## src/rtl/unsat_clause_selector.sv

```systemverilog
`default_nettype none
// ============================================================================
// Module   : unsat_clause_selector
// Purpose  : Drains the unsatisfied-clause FIFO tree on each start, counts the
//            clauses popped and keeps one of them chosen uniformly at random
//            (reservoir sampling driven by a free-running 16-bit Galois LFSR).
//            Reports the chosen clause, or that no unsatisfied clause exists.
// Revision : 1.0 - initial release
// ----------------------------------------------------------------------------
// Ports:
//   clk            in   system clock
//   reset          in   synchronous active-high reset
//   start          in   one-cycle pulse; begins a round when idle
//   fifo_empty_i   in   FIFO tree empty flag
//   fifo_clause_i  in   FIFO tree read data (valid the cycle after a read)
//   fifo_rden_o    out  FIFO tree read enable
//   busy_o         out  round in progress (through the done cycle)
//   done_o         out  one-cycle end-of-round pulse
//   sat_o          out  with done_o: no clause was popped
//   clause_o       out  selected clause, held until the next done_o
//   count_o        out  clauses popped last round (saturating)
// ============================================================================
module unsat_clause_selector #(
   parameter int          CLAUSE_WIDTH  = 36,
   parameter int          CNT_WIDTH     = 8,
   parameter int          SETTLE_CYCLES = 8,
   parameter logic [15:0] LFSR_SEED     = 16'hACE1
) (
   input  logic                    clk,
   input  logic                    reset,
   input  logic                    start,
   input  logic                    fifo_empty_i,
   input  logic [CLAUSE_WIDTH-1:0] fifo_clause_i,
   output logic                    fifo_rden_o,
   output logic                    busy_o,
   output logic                    done_o,
   output logic                    sat_o,
   output logic [CLAUSE_WIDTH-1:0] clause_o,
   output logic [CNT_WIDTH-1:0]    count_o
);

   localparam logic [1:0] c_idle  = 2'd0;
   localparam logic [1:0] c_drain = 2'd1;
   localparam logic [1:0] c_done  = 2'd2;

   localparam logic [15:0]          c_lfsr_mask     = 16'hB400;
   localparam int                   c_prod_w        = 16 + CNT_WIDTH;
   localparam logic [c_prod_w-1:0]  c_keep_limit    = c_prod_w'(32'h0001_0000);
   localparam logic [CNT_WIDTH-1:0] c_cnt_max       = '1;
   localparam logic [7:0]           c_settle_target = 8'(SETTLE_CYCLES);

   logic [1:0]              r_state;
   logic [15:0]             r_lfsr;
   logic                    r_rd_pend;
   logic [CNT_WIDTH-1:0]    r_k;
   logic [7:0]              r_settle;
   logic [CLAUSE_WIDTH-1:0] r_cand;

   logic [15:0]             w_lfsr_next;
   logic [CNT_WIDTH-1:0]    w_k_next;
   logic [c_prod_w-1:0]     w_product;
   logic                    w_keep;
   logic [7:0]              w_settle_next;

   // Galois LFSR, right-shifting; feedback taps folded in when the LSB is 1.
   assign w_lfsr_next = r_lfsr[0] ? ((r_lfsr >> 1) ^ c_lfsr_mask) : (r_lfsr >> 1);

   assign w_k_next = (r_k == c_cnt_max) ? r_k : (r_k + CNT_WIDTH'(1));

   // Keep the k-th clause when lfsr * k < 2^16, i.e. with probability ~1/k.
   // Full-width product so a large count never wraps into a false keep.
   assign w_product = {{CNT_WIDTH{1'b0}}, r_lfsr} * {16'h0000, w_k_next};
   assign w_keep    = (w_product < c_keep_limit);

   // The drain is only over once the FIFO stays empty with no read in flight.
   assign w_settle_next = (fifo_empty_i && !r_rd_pend) ? (r_settle + 8'd1) : 8'd0;

   assign fifo_rden_o = (r_state == c_drain) && !fifo_empty_i;
   assign busy_o      = (r_state != c_idle);
   assign done_o      = (r_state == c_done);

   always_ff @(posedge clk) begin
      if (reset) begin
         r_state   <= c_idle;
         r_lfsr    <= LFSR_SEED;
         r_rd_pend <= 1'b0;
         r_k       <= '0;
         r_settle  <= 8'd0;
         r_cand    <= '0;
         clause_o  <= '0;
         count_o   <= '0;
         sat_o     <= 1'b0;
      end else begin
         r_lfsr    <= w_lfsr_next;
         r_rd_pend <= fifo_rden_o;
         case (r_state)
            c_idle: begin
               if (start) begin
                  r_state  <= c_drain;
                  r_k      <= '0;
                  r_settle <= 8'd0;
                  sat_o    <= 1'b0;
               end
            end
            c_drain: begin
               if (r_rd_pend) begin
                  r_k <= w_k_next;
                  if (w_keep) begin
                     r_cand <= fifo_clause_i;
                  end
               end
               r_settle <= w_settle_next;
               // Results are loaded on entry to DONE so they are valid
               // alongside done_o. No data can be returning here: the settle
               // counter only advances while nothing is pending.
               if (w_settle_next == c_settle_target) begin
                  r_state <= c_done;
                  count_o <= r_k;
                  sat_o   <= (r_k == '0);
                  if (r_k != '0) begin
                     clause_o <= r_cand;
                  end
               end
            end
            c_done: begin
               r_state <= c_idle;
            end
            default: begin
               r_state <= c_idle;
            end
         endcase
      end
   end

endmodule
`default_nettype wire

```

## config.mk

```make
export PLATFORM = sky130hd
export DESIGN_NAME = unsat_clause_selector
export DESIGN_NICKNAME = d
export VERILOG_FILES = /design/src/rtl/unsat_clause_selector.sv
export SDC_FILE = /design/constraint.sdc
export NUM_CORES = 1
export LEC_CHECK = 0
export CAP_MARGIN = 20
export CORE_UTILIZATION = 35
export DETAILED_ROUTE_END_ITERATION = 8
export PLACE_DENSITY = 0.61
export SLEW_MARGIN = 20
export SYNTH_ARGS = -nofsm -noshare
export SYNTH_HDL_FRONTEND = slang
export SYNTH_SLANG_ARGS = --single-unit
export TNS_END_PERCENT = 10
```

## constraint.sdc

```tcl
create_clock -name clk -period 7.2 [get_ports clk]
set_clock_uncertainty 0.05 [all_clocks]
set_input_delay 2.16 -clock clk [delete_from_list [all_inputs] [get_ports clk]]
set_output_delay 2.16 -clock clk [all_outputs]
set_load 0.02 [all_outputs]
```

==> flow_summary.ini <==
[route]
firstDrtPassIters = 5
drtAntennaViolNets = 0
wl_per_cell_um = 15.0
via_per_inst = 5.03
drt_iter0_drc = 397
drt_wl_total_um = 21100
num_vias = 7068
remaining_drc_errors = 0

[critical_path]
critPathMaxFanout = 36
cp-end-kind = flip-flop
crit_arrival_ps = 6900
cp_data_required_time_ps = 7490
cp-start-kind = flip-flop
critical_path_class = reg -> reg

[global_route]
globalRouteOverflowTotal = 0
first_global_vias = 7054
grt_use_total_pct = 17.1
antenna_found_initial = 0
grt_max_degree = 70
grt_pass1_wl_um = 36000

[clocking]
cts_resized = 0
clk_pin_slew_ps = 70
clock_latency_ps = 410
root_buffer = clkbuf_16
clock-sinks = 116
cts_max_path_buffers = 2
cts_tree = built
ctsHoldBuffers = 0
cts_made_buffers = 17
cts_setup_buffers = 0
h-tree-depth = 4

[logic_synthesis]
netlist_area_mm2 = 0.00870
synthDistinctLibCells = 64
synth_top_area_share_pct = 26.7
synth-main-ff-cell = dfxtp_1
yosysWarningCount = 0
ys_ff_latch = 116
synthTopCellsByArea = dfxtp_1 (27%), fa_1 (19%), and2_1 (6.5%), ha_1 (6.3%), nand2_1 (5.7%)
syn_inst = 1008
syn_avg_cell_area_um2 = 8.63
yosysTopAreaCell = dfxtp_1
async_flop_share_pct = 0
syn_nets = 1175
ys_seq_area_share_pct = 26.7
synth-edff-count = 0

[pwr]
power.density_mw_per_mm2 = 157
peakVddDrop_uv = 159
total_power_mw = 1.63
p_leak_nw = 4.29

[status]
status = finished clean

[layout]
drive_gt1_share_pct = 7.21
stdcell_area_mm2 = 0.0104
diodes = 0
fin_nets = 1236
finalNonFillerCells = 1406
syn_to_final_growth_pct = 19.5

[timing]
rsz0062_at_grt = no
hold_violations = 0
finalCritPeriodShare_pct = 91.9
slew-limit-headroom_pct = 34.6
setup_tns_ps = 0
fin_crit_ps = 6610
worst_pin_slew_ps = 978
drv_slew = 0
setup_viol_count_final = 0
fmax_mhz = 151

[die]
initial_core_util_pct = 35.8
chipHeight_um = 160
fp.coreArea_mm2 = 0.0243
io_pins = 88
dieArea_mm2 = 0.0255
die_width_um = 160
num_rows = 57

[place]
routabilityCongestion = 0.790
port_buffers = 87
placed_area_mm2 = 0.00981
dp.cells = 1374
place_hpwl_um = 14500

[run]
drv_cap = 0

[hold_path]
min_path_type = reg -> reg
state kept, by name, indices dropped and copies added (netlist names):
| name | count |
|---|---|
| clause_o | 36 |
| r_settle | 8 |
| r_cand | 36 |
| sat_o | 1 |
| r_k | 8 |
| r_rd_pend | 1 |
| count_o | 8 |
| r_state | 2 |
| r_lfsr | 16 |
layout make-up:
type	count	area, um^2
repair buffers	105	1050
inverters	119	447
fillers	2417	13900
flip-flops and latches	116	2320
clock inverters	15	160
multi-input cells	710	5590
well taps	324	405
clock buffers	17	425
routing by layer:
metal  part of all wire, %  track usage (%)
met1                    49             23.9
met2                    47             27.8
met3                   4.1             3.17
met4                  0.48             2.93
met5                     0                0
critical path, stage by stage, from the launching register on:
cell	delay [ps]
dfxtp_1	530
and4_1	360
nand4_1	150
nor3_1	160
a21oi_1	60
buf_4	190
and2_1	190
fa_1	520
fa_1	530
fa_1	550
inv_1	60
fa_1	530
inv_1	40
ha_1	330
and3_1	230
and3_1	230
nand2_1	160
a211oi_2	270
and3b_1	240
o21ai_4	780
o31ai_1	210
a21oi_2	150
layout by cell type (no fill, tap or decap), types with 17 or more instances in the layout:
cell type,n
nand2_1,131
inv_1,119
dfxtp_1,116
a21oi_1,93
and2_1,90
clkdlybuf4s50_1,86
fa_1,83
ha_1,44
nor2_1,39
nand4_1,38
o31ai_1,36
clkbuf_16,17
cells by family after synthesis:
group | count (synthesis) | share of synthesized area (%)
fa+ha+maj | 127 | 25.4
simple gates | 377 | 22.4
mux | 8 | 0.935
xor+xnor | 12 | 1.21
compound gates | 186 | 14.1
buf+inv | 182 | 9.20
flops | 116 | 26.7
report_power, final:
group,internal (mW),leakage [nW],switching (mW)
clock network,0.492,0.284,0.356
logic,0.0498,3.07,0.0599
registers,0.652,0.940,0.0200
synthesized netlist by cell type, types with 2 or more instances:
cell / number
o21a_1: 2
inv_1: 119
fa_1: 83
nand2b_1: 5
and4_1: 2
nor4_1: 3
clkbuf_2: 2
and3_1: 8
o21ai_0: 10
o31ai_1: 36
o31a_1: 2
a21o_1: 9
nand2_1: 131
nor2b_1: 10
buf_2: 16
buf_1: 3
a21oi_1: 93
or2_2: 10
dfxtp_1: 116
clkbuf_1: 28
nand3_1: 14
xnor2_1: 8
o32a_1: 2
nor3_1: 12
o31ai_2: 2
buf_4: 6
a211oi_2: 2
buf_6: 4
ha_1: 44
or3_1: 4
nor2_1: 39
nand4b_1: 2
o211ai_1: 4
a22oi_1: 11
xor2_1: 4
and2_1: 90
mux2i_1: 7
buf_8: 2
nand4_1: 38
path summary, 6_finish.rpt:
kind | cells past startpoint | to | startpoint | slack [ps]
max reg2reg | 21 | r_cand[29]$_SDFFE_PP0P_ | r_k[3]$_SDFFE_PP0P_ | 590
min reg2reg | 2 | clause_o[3]$_SDFFE_PP0P_ | clause_o[3]$_SDFFE_PP0P_ | 400
min | 2 | clause_o[3]$_SDFFE_PP0P_ | clause_o[3]$_SDFFE_PP0P_ | 400
max | 21 | r_cand[29]$_SDFFE_PP0P_ | r_k[3]$_SDFFE_PP0P_ | 590
per-stage QoR:
stage | setup WS [ps] | hold WS (ps) | util (%)
floorplan | 1090 | 387 | -
global placement | 667 | 390 | 40.4
detailed placement | 656 | 395 | 40.4
CTS | 604 | 405 | 42.8
global route | 165 | 423 | 42.8
finish | 586 | 403 | 42.8
Note: power is estimated with default switching activity, not from simulation.
